### src/rtl/fft_frame_source.sv
// Frames a free-running audio sample stream into FFT_SIZE-beat AXI-stream frames with a small FWFT buffer.
// Optional pattern generator (counter ramp) guarded by FFT_FRAME_SOURCE_TEST_PATTERN_EN.
`ifndef AXI_WIDTH
`define AXI_WIDTH (2*SAMPLE_WIDTH)
`endif
`ifndef BYTE_COUNT
`define BYTE_COUNT ((2*SAMPLE_WIDTH+7)/8)
`endif

module fft_frame_source #(
    parameter int FFT_SIZE     = 4096,
    parameter int SAMPLE_WIDTH = 16,
    parameter int FIFO_DEPTH   = 16
) (
    input  logic                    clk,
    input  logic                    reset,
`ifdef FFT_FRAME_SOURCE_TEST_PATTERN_EN
    input  logic                    test_mode,
`endif
    input  logic                    frame_go,
    output logic                    frame_busy,
    input  logic                    sample_valid,
    input  logic [SAMPLE_WIDTH-1:0] sample_data,
    output logic                    overflow,
    output logic                    m_axis_tvalid,
    output logic                    m_axis_tlast,
    input  logic                    m_axis_tready,
    output logic [`AXI_WIDTH-1:0]   m_axis_tdata,
    output logic [`BYTE_COUNT-1:0]  m_axis_tkeep
);

    localparam int CW = $clog2(FFT_SIZE);
    localparam int AW = $clog2(FIFO_DEPTH);
    localparam logic [CW-1:0] CNT_ONE  = CW'(1);
    localparam logic [CW-1:0] CNT_LAST = CW'(FFT_SIZE - 1);
    localparam logic [AW:0]   PTR_ONE  = (AW+1)'(1);

    typedef enum logic {
        S_IDLE,
        S_STREAM
    } state_t;

    state_t                  state_q, state_d;
    logic [CW-1:0]           cnt_q, cnt_d;
    logic [AW:0]             wr_q, wr_d, rd_q, rd_d;
    logic                    ovf_q, ovf_d;
    logic [SAMPLE_WIDTH-1:0] mem [FIFO_DEPTH];

    logic                    streaming, fifo_empty, fifo_full;
    logic                    wr_en, drop, pop, beat, last_beat;
    logic [SAMPLE_WIDTH-1:0] head;

`ifdef FFT_FRAME_SOURCE_TEST_PATTERN_EN
    logic pat_q, pat_d;
`endif

    // Extra pointer MSB separates full (MSBs differ) from empty (pointers equal).
    assign fifo_empty = (wr_q == rd_q);
    assign fifo_full  = (wr_q[AW] != rd_q[AW]) && (wr_q[AW-1:0] == rd_q[AW-1:0]);
    assign head       = mem[rd_q[AW-1:0]];

    always_comb begin
        state_d   = state_q;
        cnt_d     = cnt_q;
        wr_d      = wr_q;
        rd_d      = rd_q;
        ovf_d     = ovf_q;
        streaming = (state_q == S_STREAM);
`ifdef FFT_FRAME_SOURCE_TEST_PATTERN_EN
        pat_d         = pat_q;
        m_axis_tvalid = streaming && (pat_q || !fifo_empty);
        wr_en         = streaming && !pat_q && sample_valid && !fifo_full;
        drop          = streaming && !pat_q && sample_valid && fifo_full;
        beat          = m_axis_tvalid && m_axis_tready;
        pop           = beat && !pat_q;
        m_axis_tdata  = '0;
        if (m_axis_tvalid) begin
            m_axis_tdata[SAMPLE_WIDTH-1:0] = pat_q ? SAMPLE_WIDTH'(cnt_q) : head;
        end
`else
        m_axis_tvalid = streaming && !fifo_empty;
        wr_en         = streaming && sample_valid && !fifo_full;
        drop          = streaming && sample_valid && fifo_full;
        beat          = m_axis_tvalid && m_axis_tready;
        pop           = beat;
        m_axis_tdata  = '0;
        if (m_axis_tvalid) begin
            m_axis_tdata[SAMPLE_WIDTH-1:0] = head;
        end
`endif
        last_beat    = beat && (cnt_q == CNT_LAST);
        m_axis_tlast = m_axis_tvalid && (cnt_q == CNT_LAST);

        case (state_q)
            S_IDLE: begin
                if (frame_go) begin
                    state_d = S_STREAM;
                    cnt_d   = '0;
                    ovf_d   = 1'b0;
`ifdef FFT_FRAME_SOURCE_TEST_PATTERN_EN
                    pat_d   = test_mode;
`endif
                end
            end
            S_STREAM: begin
                if (wr_en) wr_d = wr_q + PTR_ONE;
                if (pop)   rd_d = rd_q + PTR_ONE;
                if (drop)  ovf_d = 1'b1;
                if (beat)  cnt_d = cnt_q + CNT_ONE;
                // Frame complete: anything still buffered belongs to no frame.
                if (last_beat) begin
                    state_d = S_IDLE;
                    wr_d    = '0;
                    rd_d    = '0;
                end
            end
            default: state_d = S_IDLE;
        endcase
    end

    always_ff @(posedge clk or posedge reset) begin
        if (reset) begin
            state_q <= S_IDLE;
            cnt_q   <= '0;
            wr_q    <= '0;
            rd_q    <= '0;
            ovf_q   <= 1'b0;
`ifdef FFT_FRAME_SOURCE_TEST_PATTERN_EN
            pat_q   <= 1'b0;
`endif
        end else begin
            state_q <= state_d;
            cnt_q   <= cnt_d;
            wr_q    <= wr_d;
            rd_q    <= rd_d;
            ovf_q   <= ovf_d;
`ifdef FFT_FRAME_SOURCE_TEST_PATTERN_EN
            pat_q   <= pat_d;
`endif
        end
    end

    always_ff @(posedge clk) begin
        if (wr_en) begin
            mem[wr_q[AW-1:0]] <= sample_data;
        end
    end

    assign frame_busy   = (state_q == S_STREAM);
    assign overflow     = ovf_q;
    assign m_axis_tkeep = '1;

endmodule
### config.mk
export PLATFORM = sky130hd
export DESIGN_NAME = fft_frame_source
export DESIGN_NICKNAME = d
export VERILOG_FILES = /design/src/rtl/fft_frame_source.sv
export SDC_FILE = /design/constraint.sdc
export NUM_CORES = 1
export LEC_CHECK = 0
export CAP_MARGIN = 15
export CELL_PAD_IN_SITES_DETAIL_PLACEMENT = 0
export CELL_PAD_IN_SITES_GLOBAL_PLACEMENT = 2
export CORE_MARGIN = 10
export CORE_UTILIZATION = 43
export CTS_BUF_LIST = sky130_fd_sc_hd__clkbuf_4 sky130_fd_sc_hd__clkbuf_8
export DETAILED_ROUTE_END_ITERATION = 7
export GPL_TIMING_DRIVEN = 0
export PLACE_DENSITY_LB_ADDON = 0.1
export SYNTH_ARGS = -nofsm -noshare
export SYNTH_HDL_FRONTEND = slang
export SYNTH_SLANG_ARGS = --single-unit
### constraint.sdc
create_clock -name clk -period 3.6 [get_ports clk]
set_clock_uncertainty 0.2 [all_clocks]
set_input_delay 0.36 -clock clk [delete_from_list [all_inputs] [get_ports clk]]
set_output_delay 0.36 -clock clk [all_outputs]
set_load 0.05 [all_outputs]
* After elaboration in Yosys (flattened, before gate mapping)
Memory sizes are Yosys's and may differ from the RTL's.
Cells that the tools add are included.
** Operators by class
- Muxes and demuxes :: 16
- Bitwise gates (word level) :: 1
- Equality and inequality tests :: 7
- Reductions and logical operators :: 16
- Add/subtract/negate cells :: 3
** Operators with widths (number)
- 12-bit 2-to-1 mux :: 2
- 12-bit one-hot mux with 2 select lines :: 1
- 5-bit 2-to-1 mux :: 4
- 16-bit 2-to-1 mux :: 1
- 12-bit by 1-bit adder with 12-bit output, second input constant :: 1
- 12-bit == test, second input constant :: 1
- 5-bit by 1-bit adder with 5-bit output, second input constant :: 2
- 1-bit logical AND :: 8
- 2-bit AND reduction :: 4
- 1-bit 2-to-1 mux :: 6
- 5-bit == test :: 1
- 4-bit == test :: 1
- 2-bit by 1-bit != test with 1-bit output, second input constant :: 2
- 1-bit one-hot mux with 2 select lines :: 2
- 2-bit nonzero test :: 2
- 1-bit logical NOT :: 2
- 2-bit != test, second input constant :: 1
- 1-bit != test :: 1
- 1-bit inverter :: 1
** Word-level totals
- Memories :: 1
- Bits in writable memories :: 256
- Output and inout bits :: 40
- Flip-flop bits (word level) :: 24
- Logic and storage cells :: 49
- Input port bits :: 21
** Memory list
- mem :: words 16, bits a word 16, rd ports 1, clocked after memory_dff 0, write ports 1, line 47 : logic [SAMPLE_WIDTH-1:0] mem [FIFO_DEPTH];

* Longest topological paths before layout
Gate-level depths: netlist (run 1).
- Depth in word-level cells :: 7
- Gate-level depth with buffers :: 7
- Mapped depth without buffers :: 6

* Worst setup path after synthesis (run 1)
Ideal clock, no wire load.
- Path type :: register -> register
- Start point :: register state_q (netlist: frame_busy)
- End point :: memory mem[0][0], enable pin
- Setup time :: 436 ps
- Period minus slack after synthesis :: 3678 ps
- Setup slack :: -78 ps
- Buffers on the path :: 1
- Stages on the path, launching flop included :: 5
- Required time :: 2964 ps
- Arrival time :: 3042 ps
- Cells stage by stage :: dfrtp_1 -> and2_1 -> clkbuf_1 -> o21ai_4 -> nor4b_1
** On the way
- Word-level cells in the longest chain between the ends :: 4
** Ends and longest elaborated chain
- from (decl) :: line 43 : state_t state_q, state_d;
- from (signal assigned) :: line 132 : state_q <= state_d;
- 1-bit logical AND (2 in series) :: line 82 : wr_en = streaming && sample_valid && !fifo_full;
- 1-bit 2-to-1 mux :: line 144 : if (wr_en) begin
- 1-bit 2-to-1 mux (not written as such) :: line 145 : mem[wr_q[AW-1:0]] <= sample_data;
- to (decl) :: line 47
Every way passes these cells.

* Worst setup path in the final report (run 1)
- Start point :: register rd_q[1]
- End point :: output port m_axis_tdata[11]
** On the way
- Word-level cells in the longest chain between the ends :: 4
- Elaborated cells between the ends (all ways) :: 5
- Those cells by class :: eq/ne (1); mux (1); reduce/logical (2); memory (1)
** Ends and longest elaborated chain
- from (decl) :: line 45 : logic [AW:0] wr_q, wr_d, rd_q, rd_d;
- from (signal assigned) :: line 135 : rd_q <= rd_d;
- branches (longest 3 deep; another with memory read 16 x 16 bit)
- 16-bit 2-to-1 mux * :: line 87 : if (m_axis_tvalid) begin
- to (decl) :: line 28 : output logic [`AXI_WIDTH-1:0] m_axis_tdata,
Mark *: on every way between the ends.

==> results.md, run 1 <==
- Area leader, netlist: edfxtp_1
- Cells after synthesis: 585
- CP peak stage delay: 0.48 ns
- Max Transition Viols Final: 0
- Unrepaired setup endpoints after global routing: no
- Syn. warnings: 0
- Largest family of logic cells by synthesized area: multiplexers
- Register area share after synthesis: between 70% and 80%
- Synth Area in Compound Gates: between 4 and 5%
- Number of synthesized flops with an enable pin: between 200 and 300
- H-Tree Level Count: 2
- Routed via count: between 5k and 6k
- Top cell type's share of synthesized area: 67.9%
- Post-synthesis average cell area: roughly 19 um^2
- Library cells used by synthesis: 45
- Cells along the critical path: buf_2 > buf_2 > mux4_2 > a22oi_1 > a21oi_1 > dlygate4sd2_1
- #FFs+latches synth: 280
- Number of CTS-inserted buffers: 46
- Status: completed
- Max-cap violations: 0
- Dpl cells: 993
- Port buffer count: 40
- Post-route cell area: between 10000 and 15000 um^2
- Tightest Hold Check Type: input port to asynchronous set/reset pin
- CTS clk-pin slew, worst paths: 0.06 ns
- Die area: 33200 um^2
- Vias/cell: 5.52
- DR pass1 iterations: 4
- Worst-Margin Slew: between 1 and 1.5 ns
- DP HPWL: 17500 um
- Initial antenna violation count: 1
- Met1 usage: 21.1%
- Die Wd: 182 um
- Worst-case vdd ir drop: 0.000588 V
- Mapped Area: between 10000 and 15000 um^2
- CP Capture Type: output pin
- Setup TNS: 0 ns
- Most Frequent Cell on Critical Path: buf_2
- Data arrival, critical path: 2.89 ns
- Root Buffer: clkbuf_8
- FMAX: about 290 MHz
- Max clock buf depth: 3
- Largest net degree at the start of global routing: 25
- GPL Wtd Cong: 0.764
- DRC violations left: 0
- Row cnt: between 50 and 60
- CTS tree: built
- Fin crit share: 95.9%
- Worst-skew pair later-pin latency: 0.55 ns
- Setup violators final: 0
- Final Hold Vio Count: 0
- Critical Path Start Type: flop
- Post-Synth Simple-Gate Area: ~4.3%
- Worst Path Required: 3.04 ns
- GRT met3 Usage: 4.39%
- Initial Util: a little over two fifths
- Delay-heaviest family, CP: buffers and inverters
- Top FF cell, synth: edfxtp_1
- Area of the core: about 26000 um^2
- I/O Pins: 61
- Nets: 733
- Largest cells by area after synthesis: edfxtp_1 68%, mux4_2 13%, dfrtp_1 5.3%, a22oi_1 2.1%, buf_4 1.5%
- Mux share of post-synthesis cell area: a little over an eighth
- Crit Path Max Fanout: 10
- LEAKAGE: 0.00456 uW
- Adder-Cell Fraction of Synth Area: 0.663%
- Critical-path top delay cell: dfrtp_1
- Die Y-Extent: 182 um
- Total track usage: 16.4%
- Final Util: 51.4%
- First-pass GRT wire length: 40600 um
- GRT busiest layer: met2
- Share of layout cells above drive strength 1: 29.2%
- Placed Area: between 10000 and 15000 um^2
- M2 GR Usage: 26.6%
- Initial drt markers: 527
- Max-slew headroom: 17.1%
- Final Critical Period: about 3.5 ns
- Finished Layout Cells: 1075
- Kind of critical path: flop to output pin
- Ys async rst share: 8.57%
- Total grt overflow: 0
- Cts hold-fix bufs: 0
- Post-DRT Antenna Nets: 0
- Number of global-route vias before repair: 6394
- Buf/Inv on CP: 3
- Drt total wl: 27300 um
- Pwr Density: around 810 nW/um^2
- Clock tree sinks: 280
- XOR/XNOR Fraction of Synth Area: less than 1%
- Area Growth Syn to Fin: 18.1%
- WL/cell: 25.4 um
-- cell usage after synthesis, types with 2 or more instances --
| library cell | instances |
|---|---|
| buf_4 | 23 |
| mux2i_1 | 6 |
| nand3_1 | 9 |
| nor3b_1 | 2 |
| buf_2 | 10 |
| nand2b_1 | 2 |
| a21oi_1 | 19 |
| xnor2_1 | 6 |
| xor2_1 | 4 |
| o211ai_1 | 2 |
| edfxtp_1 | 256 |
| nand4_1 | 4 |
| inv_1 | 4 |
| mux4_2 | 64 |
| conb_1 | 2 |
| o31ai_1 | 2 |
| o2111ai_1 | 2 |
| a22oi_1 | 32 |
| nor2_1 | 17 |
| and3_1 | 4 |
| buf_1 | 2 |
| nor2b_1 | 4 |
| o21ai_2 | 2 |
| clkbuf_1 | 11 |
| nand2_1 | 20 |
| and2_1 | 14 |
| o21ai_0 | 7 |
| buf_6 | 4 |
| ha_1 | 6 |
| nor4b_1 | 4 |
| and4_1 | 3 |
| dfrtp_1 | 24 |
| nor3_1 | 2 |
-- repair_timing --
item,CTS,global route
setup endpoints to repair,18,9
cloned,0,0
gates resized for setup,39,9
pin swaps,1,0
setup buffers,1,0
-- worst reg2reg max path, stage by stage, from the launching register on --
cell,delay (ns)
dfrtp_1,0.35
buf_2,0.18
xnor2_1,0.18
nand4_2,0.28
o21ai_4,0.17
nor3b_1,0.35
and2_1,0.93
-- cell type report --
class / instances / area, um^2
fillers: 2139 / 12600
clock inverters: 23 / 204
plain buffers: 49 / 344
flip-flops and latches: 280 / 8290
well taps: 335 / 419
diodes: 1 / 2.50
clock buffers: 58 / 723
repair buffers: 56 / 559
inverters: 4 / 15.0
multi-input cells: 269 / 2810
-- state kept, by name, indices dropped and copies added, names as in the netlist --
signal      count
cnt_q          12
frame_busy      1
mem           256
overflow        1
rd_q            5
wr_q            5
-- metal layers --
layer / vias to the layer above / share of wire (%)
met1: 3122 / 42
met5: - / 0
met2: 183 / 49
met4: 0 / 2.1
met3: 43 / 6.3
li1: 2589 / -
-- where the power goes --
group | total, uW | switching, uW | leakage [uW] | internal [uW]
logic | 3900 | 2460 | 0.00146 | 1440
registers | 4110 | 170 | 0.00261 | 3940
clock network | 2820 | 1220 | 0.000489 | 1600
total | 10800 | 3850 | 0.00456 | 6980
-- cells in the final DEF (no fill, tap or decap), types with 13 or more instances in the layout --
cell / instances
clkdlybuf4s50_1: 22
a21oi_1: 19
nor2_1: 15
dfrtp_1: 24
mux4_2: 64
buf_4: 36
edfxtp_1: 256
a22oi_1: 32
nand2_1: 20
clkbuf_4: 14
conb_1: 20
and2_1: 13
clkbuf_8: 46
-- cell families after synthesis --
kind of cell               count (synthesis)
AOI/OAI and AO/OA                         72
muxes                                     70
adders and majority gates                  6
xor gates and xnor gates                  11
other                                      2
buffers and inverters                     54
DFF                                      280
and+or+nand+nor                           90
-- worst paths after layout --
check	from	slack, ns	end	cells past startpoint
max	rd_q[1]$_DFFE_PP0P_	0.15	m_axis_tdata[11]	6
min	reset	0.15	wr_q[0]$_DFFE_PP0P_	2
max reg2reg	rd_q[3]$_DFFE_PP0P_	0.56	mem[9][8]$_DFFE_PP_	6
min reg2reg	cnt_q[9]$_DFFE_PP0P_	0.29	cnt_q[9]$_DFFE_PP0P_	1
max in group asynchronous	reset	2.44	cnt_q[3]$_DFFE_PP0P_	2
min in group clk	frame_go	0.23	frame_busy$_DFF_PP0_	3
-- per-stage QoR --
step	hold WS, ns	setup slack (ns)	total power [uW]
CTS	0.149	0.00289	11000
floorplan	0.175	-0.0780	6810
global route	0.200	0.00422	11400
detailed placement	0.301	-0.270	8190
global placement	0.281	-2.60	8080
finish	0.145	0.148	10800
No activity file was read; power rests on OpenSTA's default activity.
==> run 2: changes to the inputs <==
--- a/config.mk
+++ b/config.mk
@@ -9,7 +9,7 @@
 export CELL_PAD_IN_SITES_DETAIL_PLACEMENT = 0
 export CELL_PAD_IN_SITES_GLOBAL_PLACEMENT = 2
 export CORE_MARGIN = 10
-export CORE_UTILIZATION = 43
+export CORE_UTILIZATION = 35
 export CTS_BUF_LIST = sky130_fd_sc_hd__clkbuf_4 sky130_fd_sc_hd__clkbuf_8
 export DETAILED_ROUTE_END_ITERATION = 7
 export GPL_TIMING_DRIVEN = 0
==> results.md, run 2 (same netlist as run 1, synthesis figures left out) <==
- CP peak stage delay: 0.50 ns (+0.02 ns)
- Unrepaired setup endpoints after global routing: no
- I/O Pins: 61 (unchanged)
- Max clock buf depth: 3 (unchanged)
- FMAX: 290 MHz (about the same)
- Vias/cell: 5.08 (-8.0%)
- Max Transition Viols Final: 0 (unchanged)
- Clock tree sinks: 280 (unchanged)
- H-Tree Level Count: 2 (unchanged)
- Routed via count: 5870 (-1.1%)
- Number of global-route vias before repair: 6447 (+0.83%)
- Total grt overflow: 0 (unchanged)
- Nets: 740 (+0.95%)
- Most common cell after layout, fill and taps aside: edfxtp_1
- Worst-Margin Slew: 1.14 ns (-0.101 ns)
- Finished Layout Cells: 1155 (+7.4%)
- Final Hold Vio Count: 0 (unchanged)
- Worst R2R End: mem[9][8]$_DFFE_PP_
- Fin crit share: 95.9% (about the same)
- Max reg flops: 256 (unchanged)
- Max-slew headroom: 23.8% (+6.7 points)
- Drt total wl: 28100 um (+2.9%)
- Worst-case vdd ir drop: 0.000495 V (-16%)
- DR pass1 iterations: 4 (unchanged)
- Dpl cells: 1057 (+6.4%)
- Critical-path top delay cell: dfrtp_1
- Initial Util: 35.7% (-7.9 points)
- Die Wd: 200 um (+9.7%)
- CTS tree: built
- Hold_sp: frame_go
- Pwr Density: 803 nW/um^2 (-0.86%)
- Area Growth Syn to Fin: 19.9%
- DRC violations left: 0 (unchanged)
- Diode count: 0 (-1)
- WL/cell: 24.3 um (-4.2%)
- Status: completed
- Initial drt markers: 396 (-25%)
- Area of the core: 31700 um^2 (+22%)
- Setup violators final: 0 (unchanged)
- CP Capture Type: output pin
- DP HPWL: 18000 um (+3.1%)
- Data arrival, critical path: 2.89 ns (about the same)
- First-pass GRT wire length: 41900 um (+3.0%)
- Worst Path Required: 3.04 ns (about the same)
- Final Critical Period: 3.45 ns (-0.000581 ns)
- Cells on worst reg2reg path: 5 (-1)
- GPL Wtd Cong: 0.728 (-4.8%)
- Die area: 39900 um^2 (+20%)
- Initial antenna violation count: 0 (-1)
- Hold path cells: 3
- Worst-skew pair later-pin latency: 0.56 ns (about the same)
- Largest net degree at the start of global routing: 25 (unchanged)
- Overall power: 10900 uW (+0.66%)
- CTS clk-pin slew, worst paths: 0.06 ns (about the same)
- Worst hold path endpoint: frame_busy$_DFF_PP0_
- Port buffer count: 40 (unchanged)
- Reg2reg setup slack: 0.55 ns (about the same)
- Share of layout cells above drive strength 1: 30.9% (+1.7 points)
- Max-cap violations: 0 (unchanged)
- Total track usage: 14.4% (-2.0 points)
- Post-DRT Antenna Nets: 0 (unchanged)
- Crit Path Max Fanout: 10 (unchanged)
- Number of CTS-inserted buffers: 49 (+6.5%)
- R2R Path Start: frame_busy$_DFF_PP0_
- Cells along the critical path: nor2b_1 > clkbuf_1 > clkbuf_4 > a22oi_1 > a21oi_1 > clkdlybuf4s15_2
- Root Buffer: clkbuf_8
- Row cnt: 65 (+10%)
- Most frequent cells in the layout: 256 x edfxtp_1, 64 x mux4_2, 50 x clkbuf_8
- Tightest Hold Check Type: input port to flop
- Kind of critical path: flop to output pin
- LEAKAGE: 0.00460 uW (+0.85%)
- Critical Path Start Type: flop
- Die Y-Extent: 200 um (+9.7%)
## run 2: changes by cell type in the layout (fill, tap and decap cells not counted), moves of 2 or more
cell	change
buf_16	+2
buf_2	-3
dlygate4sd2_1	-3
clkbuf_2	+3
clkinvlp_4	+3
clkinv_2	+6
bufinv_16	-2
clkbuf_8	+4
buf_4	-5
buf_6	+4
clkbuf_4	+5
## run 2: per-layer routing
metal | share of wire (%) | global-route usage (%)
met5 | 0 | 0
met1 | 44 | 18.5
met4 | 1.9 | 3.81
met3 | 3.9 | 2.56
met2 | 50 | 24.5
## run 2: how the worst max path moves through the flow
stage | startpoint | end | slack, ns | cells past startpoint
2_1_floorplan | frame_busy$_DFF_PP0_ | mem[0][0]$_DFFE_PP_ | -0.08 | 4
3_5_place_dp | rd_q[2]$_DFFE_PP0P_ | m_axis_tdata[6] | -0.39 | 6
5_1_grt | rd_q[3]$_DFFE_PP0P_ | m_axis_tdata[3] | 0.001 | 8
3_3_place_gp | sample_valid | mem[1][6]$_DFFE_PP_ | -2.61 | 5
6_report | rd_q[2]$_DFFE_PP0P_ | m_axis_tdata[14] | 0.15 | 6
4_1_cts | rd_q[3]$_DFFE_PP0P_ | m_axis_tvalid | 0.007 | 7
## run 2: timing repair
item,in CTS,in global routing
hold endpoints to repair,0,3
gates resized for setup,40,20
endpoints found under the setup margin,18,13
hold buffers,0,1
buffers inserted,2,0
pin swaps,1,0
## run 2: layout make-up
| type | instances | area (um^2) |
|---|---|---|
| plain buffers | 50 | 362 |
| clock buffers | 62 | 778 |
| clock inverters | 29 | 200 |
| fillers | 2881 | 18100 |
| inverters | 4 | 15.0 |
| multi-input cells | 269 | 2810 |
| flip-flops and latches | 280 | 8290 |
| well taps | 402 | 503 |
| repair buffers | 59 | 617 |
## run 2: per-stage QoR
stage	setup TNS [ns]	setup slack, ns	hold WS [ns]	cell area (um^2)	util, %
after floorplan	-4.99	-0.0780	0.175	11400	-
after global placement	-161.45	-2.61	0.283	12300	38.8
after detailed placement	-0.799	-0.385	0.287	12400	39.2
after CTS	0	0.00684	0.147	13500	42.5
after global routing	0	0.00121	0.261	13600	42.8
final	0	0.149	0.251	13600	42.8
## run 2: critical path, delay by kind of cell (launching register included)
kind	cells	cell delay [ns]
AND/OR/NAND/NOR	1	0.17
buffers and inverters	3	1.22
AO/OA/AOI/OAI	2	0.43
flip-flops	1	0.50
## run 2: power breakdown
part           internal (uW)  total [uW]  switching [uW]
logic                   1460        3910            2450
clock network           1580        2890            1320
registers               3940        4100             163
total                   6970       10900            3930
